===== config.mk =====
export PLATFORM = sky130hd
export DESIGN_NAME = uart_tx_capture
export DESIGN_NICKNAME = d
export VERILOG_FILES = /design/src/rtl/uart_tx_capture_pkg.sv /design/src/rtl/uart_cap_fifo.sv /design/src/rtl/uart_tx_capture.sv
export SDC_FILE = /design/constraint.sdc
export NUM_CORES = 1
export LEC_CHECK = 0
export BUFFER_PORTS_ARGS = -buffer_cell sky130_fd_sc_hd__buf_2
export CORE_MARGIN = 2
export CORE_UTILIZATION = 31
export DETAILED_ROUTE_END_ITERATION = 6
export GPL_TIMING_DRIVEN = 0
export MAX_ROUTING_LAYER = met4
export PLACE_DENSITY_LB_ADDON = 0.25
export SYNTH_ARGS = -nofsm -noshare
export SYNTH_HDL_FRONTEND = slang
export SYNTH_HIERARCHICAL = 1
export SYNTH_SLANG_ARGS = --single-unit
export TNS_END_PERCENT = 20

===== constraint.sdc =====
create_clock -name clk_clk -period 11.2 [get_ports clk_clk]
set_input_delay 2.24 -clock clk_clk [delete_from_list [all_inputs] [get_ports clk_clk]]
set_output_delay 2.24 -clock clk_clk [all_outputs]
set_load 0.005 [all_outputs]

===== src/rtl/uart_tx_capture_pkg.sv =====
// Shared types and constants for the UART line capture block.
package uart_tx_capture_pkg;

    localparam int DATA_BITS   = 8;
    localparam int SYNC_STAGES = 2;

    typedef enum logic [2:0] {
        IDLE,
        START,
        DATA,
        PARITY,
        STOP,
        BREAK
    } uart_cap_state_t;

    // Rounded clock cycles per bit.
    function automatic int baud_div(input int clk_hz, input int baud);
        return (clk_hz + baud / 2) / baud;
    endfunction

endpackage


===== src/rtl/uart_cap_fifo.sv =====
// First-word-fall-through byte FIFO; a push into a full FIFO is accepted only
// when a pop retires the head in the same cycle, otherwise it is dropped.
module uart_cap_fifo #(
    parameter int WIDTH = 8,
    parameter int DEPTH = 16
) (
    input  logic             clk,
    input  logic             rst,
    input  logic             push,
    input  logic [WIDTH-1:0] push_data,
    input  logic             pop,
    output logic [WIDTH-1:0] pop_data,
    output logic             full,
    output logic             empty,
    output logic             push_drop
);

    localparam int AW = $clog2(DEPTH);

    logic [AW:0]      wr_ptr_q, wr_ptr_d;
    logic [AW:0]      rd_ptr_q, rd_ptr_d;
    logic [WIDTH-1:0] mem_q [DEPTH];
    logic [WIDTH-1:0] mem_d [DEPTH];
    logic             pop_ok;
    logic             push_ok;

    // Extra pointer MSB distinguishes full from empty when the indices match.
    assign empty     = (wr_ptr_q == rd_ptr_q);
    assign full      = (wr_ptr_q[AW] != rd_ptr_q[AW]) &&
                       (wr_ptr_q[AW-1:0] == rd_ptr_q[AW-1:0]);
    assign pop_ok    = pop && !empty;
    assign push_ok   = push && (!full || pop_ok);
    assign push_drop = push && full && !pop_ok;
    assign pop_data  = mem_q[rd_ptr_q[AW-1:0]];

    always_comb begin
        mem_d    = mem_q;
        wr_ptr_d = wr_ptr_q;
        rd_ptr_d = rd_ptr_q;
        if (push_ok) begin
            mem_d[wr_ptr_q[AW-1:0]] = push_data;
            wr_ptr_d                = wr_ptr_q + (AW+1)'(1);
        end
        if (pop_ok) begin
            rd_ptr_d = rd_ptr_q + (AW+1)'(1);
        end
    end

    always_ff @(posedge clk or posedge rst) begin
        if (rst) begin
            wr_ptr_q <= '0;
            rd_ptr_q <= '0;
            for (int i = 0; i < DEPTH; i++) begin
                mem_q[i] <= '0;
            end
        end else begin
            wr_ptr_q <= wr_ptr_d;
            rd_ptr_q <= rd_ptr_d;
            mem_q    <= mem_d;
        end
    end

endmodule


===== src/rtl/uart_tx_capture.sv =====
// 8N1 deserializer for the Qsys UART txd line feeding a byte FIFO stream.
// Define UART_TX_CAPTURE_PARITY_EN for an even-parity bit and err_parity output.
module uart_tx_capture
    import uart_tx_capture_pkg::*;
#(
    parameter int CLK_HZ     = 50000000,
    parameter int BAUD       = 115200,
    parameter int FIFO_DEPTH = 16
) (
    input  logic                 clk_clk,
    input  logic                 reset_reset,
    input  logic                 rxd,
    output logic [DATA_BITS-1:0] m_data,
    output logic                 m_valid,
    input  logic                 m_ready,
    output logic                 err_frame,
    output logic                 err_overrun,
`ifdef UART_TX_CAPTURE_PARITY_EN
    output logic                 err_parity,
`endif
    input  logic                 err_clear,
    output uart_cap_state_t      dbg_state
);

    localparam int BAUD_DIV = baud_div(CLK_HZ, BAUD);
    localparam int CNT_W    = (BAUD_DIV > 2) ? $clog2(BAUD_DIV) : 1;
    localparam int IDX_W    = $clog2(DATA_BITS);
    localparam logic [CNT_W-1:0] HALF_LOAD = CNT_W'(BAUD_DIV / 2 - 1);
    localparam logic [CNT_W-1:0] FULL_LOAD = CNT_W'(BAUD_DIV - 1);
    localparam logic [IDX_W-1:0] LAST_IDX  = IDX_W'(DATA_BITS - 1);

    logic [SYNC_STAGES-1:0] sync_q, sync_d;
    uart_cap_state_t        state_q, state_d;
    logic [CNT_W-1:0]       cnt_q, cnt_d;
    logic [IDX_W-1:0]       bit_idx_q, bit_idx_d;
    logic [DATA_BITS-1:0]   shift_q, shift_d;
    logic                   err_frame_q, err_frame_d;
    logic                   err_overrun_q, err_overrun_d;
    logic                   rxs;
    logic                   fifo_push;
    logic                   fifo_drop;
    logic                   fifo_full;
    logic                   fifo_empty;
    logic                   frame_set;
`ifdef UART_TX_CAPTURE_PARITY_EN
    logic                   err_parity_q, err_parity_d;
    logic                   parity_set;
`endif

    assign rxs = sync_q[SYNC_STAGES-1];

    always_comb begin
        sync_d    = {sync_q[SYNC_STAGES-2:0], rxd};
        state_d   = state_q;
        cnt_d     = cnt_q;
        bit_idx_d = bit_idx_q;
        shift_d   = shift_q;
        fifo_push = 1'b0;
        frame_set = 1'b0;
`ifdef UART_TX_CAPTURE_PARITY_EN
        parity_set = 1'b0;
`endif
        case (state_q)
            IDLE: begin
                if (!rxs) begin
                    cnt_d   = HALF_LOAD;
                    state_d = START;
                end
            end
            START: begin
                // Mid-start-bit recheck filters short low glitches.
                if (cnt_q != '0) begin
                    cnt_d = cnt_q - CNT_W'(1);
                end else if (rxs) begin
                    state_d = IDLE;
                end else begin
                    cnt_d     = FULL_LOAD;
                    bit_idx_d = '0;
                    state_d   = DATA;
                end
            end
            DATA: begin
                if (cnt_q != '0) begin
                    cnt_d = cnt_q - CNT_W'(1);
                end else begin
                    shift_d   = {rxs, shift_q[DATA_BITS-1:1]};
                    cnt_d     = FULL_LOAD;
                    bit_idx_d = bit_idx_q + IDX_W'(1);
                    if (bit_idx_q == LAST_IDX) begin
`ifdef UART_TX_CAPTURE_PARITY_EN
                        state_d = PARITY;
`else
                        state_d = STOP;
`endif
                    end
                end
            end
`ifdef UART_TX_CAPTURE_PARITY_EN
            PARITY: begin
                if (cnt_q != '0) begin
                    cnt_d = cnt_q - CNT_W'(1);
                end else begin
                    parity_set = ^{shift_q, rxs};
                    cnt_d      = FULL_LOAD;
                    state_d    = STOP;
                end
            end
`endif
            STOP: begin
                if (cnt_q != '0) begin
                    cnt_d = cnt_q - CNT_W'(1);
                end else if (rxs) begin
                    fifo_push = 1'b1;
                    state_d   = IDLE;
                end else begin
                    frame_set = 1'b1;
                    state_d   = BREAK;
                end
            end
            BREAK: begin
                // Held-low line: wait for idle so only one error is raised.
                if (rxs) begin
                    state_d = IDLE;
                end
            end
            default: begin
                state_d = IDLE;
            end
        endcase

        err_frame_d   = err_clear ? 1'b0 : (err_frame_q | frame_set);
        err_overrun_d = err_clear ? 1'b0 : (err_overrun_q | fifo_drop);
`ifdef UART_TX_CAPTURE_PARITY_EN
        err_parity_d  = err_clear ? 1'b0 : (err_parity_q | parity_set);
`endif
    end

    always_ff @(posedge clk_clk or posedge reset_reset) begin
        if (reset_reset) begin
            sync_q        <= '1;
            state_q       <= IDLE;
            cnt_q         <= '0;
            bit_idx_q     <= '0;
            shift_q       <= '0;
            err_frame_q   <= 1'b0;
            err_overrun_q <= 1'b0;
`ifdef UART_TX_CAPTURE_PARITY_EN
            err_parity_q  <= 1'b0;
`endif
        end else begin
            sync_q        <= sync_d;
            state_q       <= state_d;
            cnt_q         <= cnt_d;
            bit_idx_q     <= bit_idx_d;
            shift_q       <= shift_d;
            err_frame_q   <= err_frame_d;
            err_overrun_q <= err_overrun_d;
`ifdef UART_TX_CAPTURE_PARITY_EN
            err_parity_q  <= err_parity_d;
`endif
        end
    end

    uart_cap_fifo #(
        .WIDTH (DATA_BITS),
        .DEPTH (FIFO_DEPTH)
    ) u_fifo (
        .clk       (clk_clk),
        .rst       (reset_reset),
        .push      (fifo_push),
        .push_data (shift_q),
        .pop       (m_ready),
        .pop_data  (m_data),
        .full      (fifo_full),
        .empty     (fifo_empty),
        .push_drop (fifo_drop)
    );

    // fifo_full only feeds the drop decision inside the FIFO; kept for visibility.
    logic fifo_full_unused;
    assign fifo_full_unused = fifo_full;

    assign m_valid     = !fifo_empty;
    assign err_frame   = err_frame_q;
    assign err_overrun = err_overrun_q;
`ifdef UART_TX_CAPTURE_PARITY_EN
    assign err_parity  = err_parity_q;
`endif
    assign dbg_state   = state_q;

endmodule


== Yosys cells after proc, flatten, opt, wreduce, memory -nomap -nowiden ==
Index checks and enable logic that the tools add are counted.
Storage, ports and cells
  input bits: 5
  word-level logic and storage cells: 105
  output and inout port bits: 14
  flip-flop bits (word level): 165
Cells by class
  multiplexer cells: 33
  add/subtract/negate cells: 4
  equal/unequal tests: 17
  reduce and logical (&&, ||, !) cells: 18
  bitwise operators: 5
  magnitude comparators: 3
Operator list (number)
  $bwmux W128: 1
  $mux W9: 5
  $pmux W9 S4: 1
  $bmux W8 S4: 1
  $demux W8 S4: 1
  $mux W3: 10
  $mux W8: 3
  $ne A2 B2 Y1 const B: 8
  $pmux W3 S5: 1
  $add A5 B1 Y5 const B: 2
  $ge A5 B5 Y1 const B: 2
  $not A4 Y5: 2
  $eq A3 B3 Y1 const B: 3
  $reduce_bool A9 Y1: 1
  $sub A9 B1 Y9 const B: 1
  $mux W1: 8
  $reduce_and A4 Y1: 2
  $logic_and A1 B1 Y1: 6
  $pmux W3 S2: 1
  $reduce_and A6 Y1: 1
  $eq A5 B5 Y1: 1
  $lt A5 B1 Y1 const B: 1
  $eq A4 B4 Y1: 1
  $reduce_bool A4 Y1: 1
  13 further kinds: 16

== Logic depth before layout (Yosys ltp) ==
  depth in word-level cells: 7
  mapped depth: 10
  depth with buffers taken out: 7

== By module ==
The synthesis kept the hierarchy.
Modules (own cells, without submodules)
  uart_cap_fifo: cells each 431, instances 1, area each 6611.3 um^2, seq. area each 3453.3 um^2
  uart_tx_capture: cells each 144, instances 1, area each 1466.4 um^2, seq. area each 678.2 um^2

== Worst setup path before layout ==
OpenSTA, ideal clock, no wires.
  path kind: reg2out
  start point: register u_fifo.rd_ptr_q[1]
  end point: output port m_data[0]
  path buffers: 3
  slack: 7316 ps
  required time: 8960 ps
  cell stages (with the launch flop): 7
  arrival time: 1644 ps
  cell sequence: dfrtp_1 buf_6 buf_2 buf_1 mux4_2 a22oi_1 nand2_1
On the way
  word-level cells in the longest chain between the ends: 4
RTL lines
  start, declared: line uart_cap_fifo.sv:21  | logic [AW:0] rd_ptr_q, rd_ptr_d;
  start signal, assigned: line uart_cap_fifo.sv:58  | rd_ptr_q <= rd_ptr_d;
  $not A4 Y5 (not written as such): line uart_cap_fifo.sv:34  | assign pop_data = mem_q[rd_ptr_q[AW-1:0]];
  $bmux W8 S4: line uart_cap_fifo.sv:34
  $mux W8 (not written as such) (2 in series): line uart_cap_fifo.sv:34
  end, declared: line uart_tx_capture.sv:13  | output logic [DATA_BITS-1:0] m_data,
No other way between the ends. The select of a mux whose other input is x is not followed.

== Worst setup path in the final report ==
  start point: register u_fifo.rd_ptr_q[1]
  end point: output port m_data[2]
Same word-level chain as after synthesis.

==> impl_results.md <==
- WL/cell: 19.83 um
- HP Class: reg2reg
- Drc violations: 0
- Max_cap viols: 0
- Fmax: 191.8 MHz
- Worst EP arrival: 2.97 ns
- Crit-path max FO: 10
- Initial DRT Pass Iterations: 6
- Max Root-Sink Buffers: 2
- CTS tree: yes
- Global-route wire length before repair: 30440 um
- Initial antenna violation count: 0
- Avg Inst Size Synth: 14.06 sq um
- RR Startpoint: cnt_q[0]$_DFFE_PP0P_
- FP Rows: 59
- FF-to-FF setup slack: 7.50 ns
- Antenna Cells: 0
- Die height: 165.4 um
- Die area: 27340 sq um
- Reg area: 4131 sq um
- Worst R2R End: u_fifo/mem_q[90]$_DFFE_PP0P_
- Via count: 4939
- DIE WIDTH: 165.4 um
- Clk slew on worst S/H paths: 0.07 ns
- Minimum clock period: 5.214 ns
- Fillers: 2465
- Final setup viols: 0
- Slew Viols, Final: 0
- Syn-to-layout area delta: 13.63%
- # port buffers: 18
- Worst VDD drop: 0.08396 mV
- Final Skew: 0.01044 ns
- CTS root buf: clkbuf_16
- DP HPWL: 13020 um
- Worst setup path end: m_data[2]
- WP data required: 8.96 ns
- Reg2Reg Depth: 10
- Setup Total Neg Slack: 0 ns
- CTS buffer count: 17
- Yosys warnings: 6
- CTS H-tree depth: 4
- Leakage Power: 4.087 nW
- Crit path from: u_fifo/rd_ptr_q[1]$_DFFE_PP0P_
- Final net count: 626
- Ordered list of cells on the worst path: buf_6 > buf_2 > buf_1 > mux4_2 > a22oi_1 > nand2_1 > buf_2
- Post-cts gate resize count: 0
- Mapped Nets: 588
- Multi-input logic area: 3672 sq um
- Worst path most repeated cell: buf_2
- Critical Path Source Type: flip-flop
- Core Area: 25840 sq um
- RD Place Congestion: 0.7987
- Power per cell area: 155.8 nW/um^2
- Starting DRT DRC Count: 326
- Crit path kind: reg2out
- Routed Antenna Nets: 0
- Most frequent cells in the layout: dfrtp_1 (163), mux2_2 (139), mux4_2 (32)
- Vias/cell: 5.145
- Final wirelength: 19040 um
- Period utilization: 46.55%
- Share of layout cells above drive strength 1: 42.24%
- Largest net degree at the start of global routing: 109
- Worst-Skew Late Latency: 0.42 ns
- Nature of the critical path endpoint: output pin
- GR Util All Layers: 15.41%
- Vias in the first global route: 5315
- CTS Hold Bufs: 0
- CP max-delay cell: buf_1
- Post-Syn Area: 8071 sq um
- Relative slew slack: 28.90%
- Status: finished clean
- Grt total ovfl: 0
- Initial core utilization: 31.24%
- Mapped Cells: 574
- Final Power: 1.429 mW
- Slowest stage delay, CP: 0.72 ns
- Setup Buffers After CTS: 0
- Commonest non-fill, non-tap cell in the layout: dfrtp_1
- Slew @ Worst Pin: 1.063 ns
- Final Hold Vio Count: 0
- RSZ-0062 raised after global routing: false
- Clk sinks: 165
- Io pins: 19
## layout make-up
type | count | area share, %
inverters | 18 | 0.7913
clock buffers | 18 | 4.789
plain buffers | 35 | 2.183
flip-flops and latches | 165 | 45.05
repair buffers | 19 | 1.282
clock inverters | 14 | 1.296
well taps | 335 | 4.570
multi-input cells | 356 | 40.04
## critical path, delay by kind of cell, from the launching register on
| kind | cells | cell delay, ns |
|---|---|---|
| AO/OA/AOI/OAI | 1 | 0.27 |
| multiplexers | 1 | 0.42 |
| AND/OR/NAND/NOR | 1 | 0.13 |
| flip-flops | 1 | 0.36 |
| buffers and inverters | 4 | 1.35 |
## metal layers
metal	wire length [um]	global-route usage (%)	vias up
met4	264	4.114	0
met3	876	3.272	17
met1	8408	19.80	2615
li1	-	-	2219
met2	9490	24.89	88
met5	0	-	-
## stage by stage
step / setup WS, ns / cells / hold WS [ns] / area, sq um / util (%)
3_3_place_gp: 3.970 / 927 / 0.3486 / 8581 / 33.21
2_1_floorplan: 5.264 / 574 / 0.3452 / 8071 / -
3_5_place_dp: 6.456 / 928 / 0.3473 / 8613 / 33.34
6_report: 5.986 / 960 / 0.3543 / 9171 / 35.50
4_1_cts: 5.988 / 960 / 0.3563 / 9171 / 35.50
5_1_grt: 5.909 / 960 / 0.3634 / 9171 / 35.50
## where the power goes
group / total [mW] / switching (mW) / internal, mW / leakage (nW)
registers: 0.615 / 0.00921 / 0.606 / 2.26
clock network: 0.548 / 0.252 / 0.296 / 0.264
logic: 0.265 / 0.176 / 0.0893 / 1.56
## state kept, by name (all words and copies together), names as in the netlist
register         count
bit_idx_q            3
cnt_q                9
dbg_state            3
err_frame            1
err_overrun          1
shift_q              8
sync_q               2
u_fifo/mem_q       128
u_fifo/rd_ptr_q      5
u_fifo/wr_ptr_q      5
## worst min path at each step
stage	start	end	slack, ns	cells after the start
2_1_floorplan	sync_q[0]$_DFF_PP1_	sync_q[1]$_DFF_PP1_	0.35	0
3_3_place_gp	sync_q[0]$_DFF_PP1_	sync_q[1]$_DFF_PP1_	0.35	0
3_5_place_dp	sync_q[0]$_DFF_PP1_	sync_q[1]$_DFF_PP1_	0.35	0
4_1_cts	sync_q[0]$_DFF_PP1_	sync_q[1]$_DFF_PP1_	0.36	0
5_1_grt	sync_q[0]$_DFF_PP1_	sync_q[1]$_DFF_PP1_	0.36	0
6_report	sync_q[0]$_DFF_PP1_	sync_q[1]$_DFF_PP1_	0.35	0
Power figures use the tool's default switching activity.
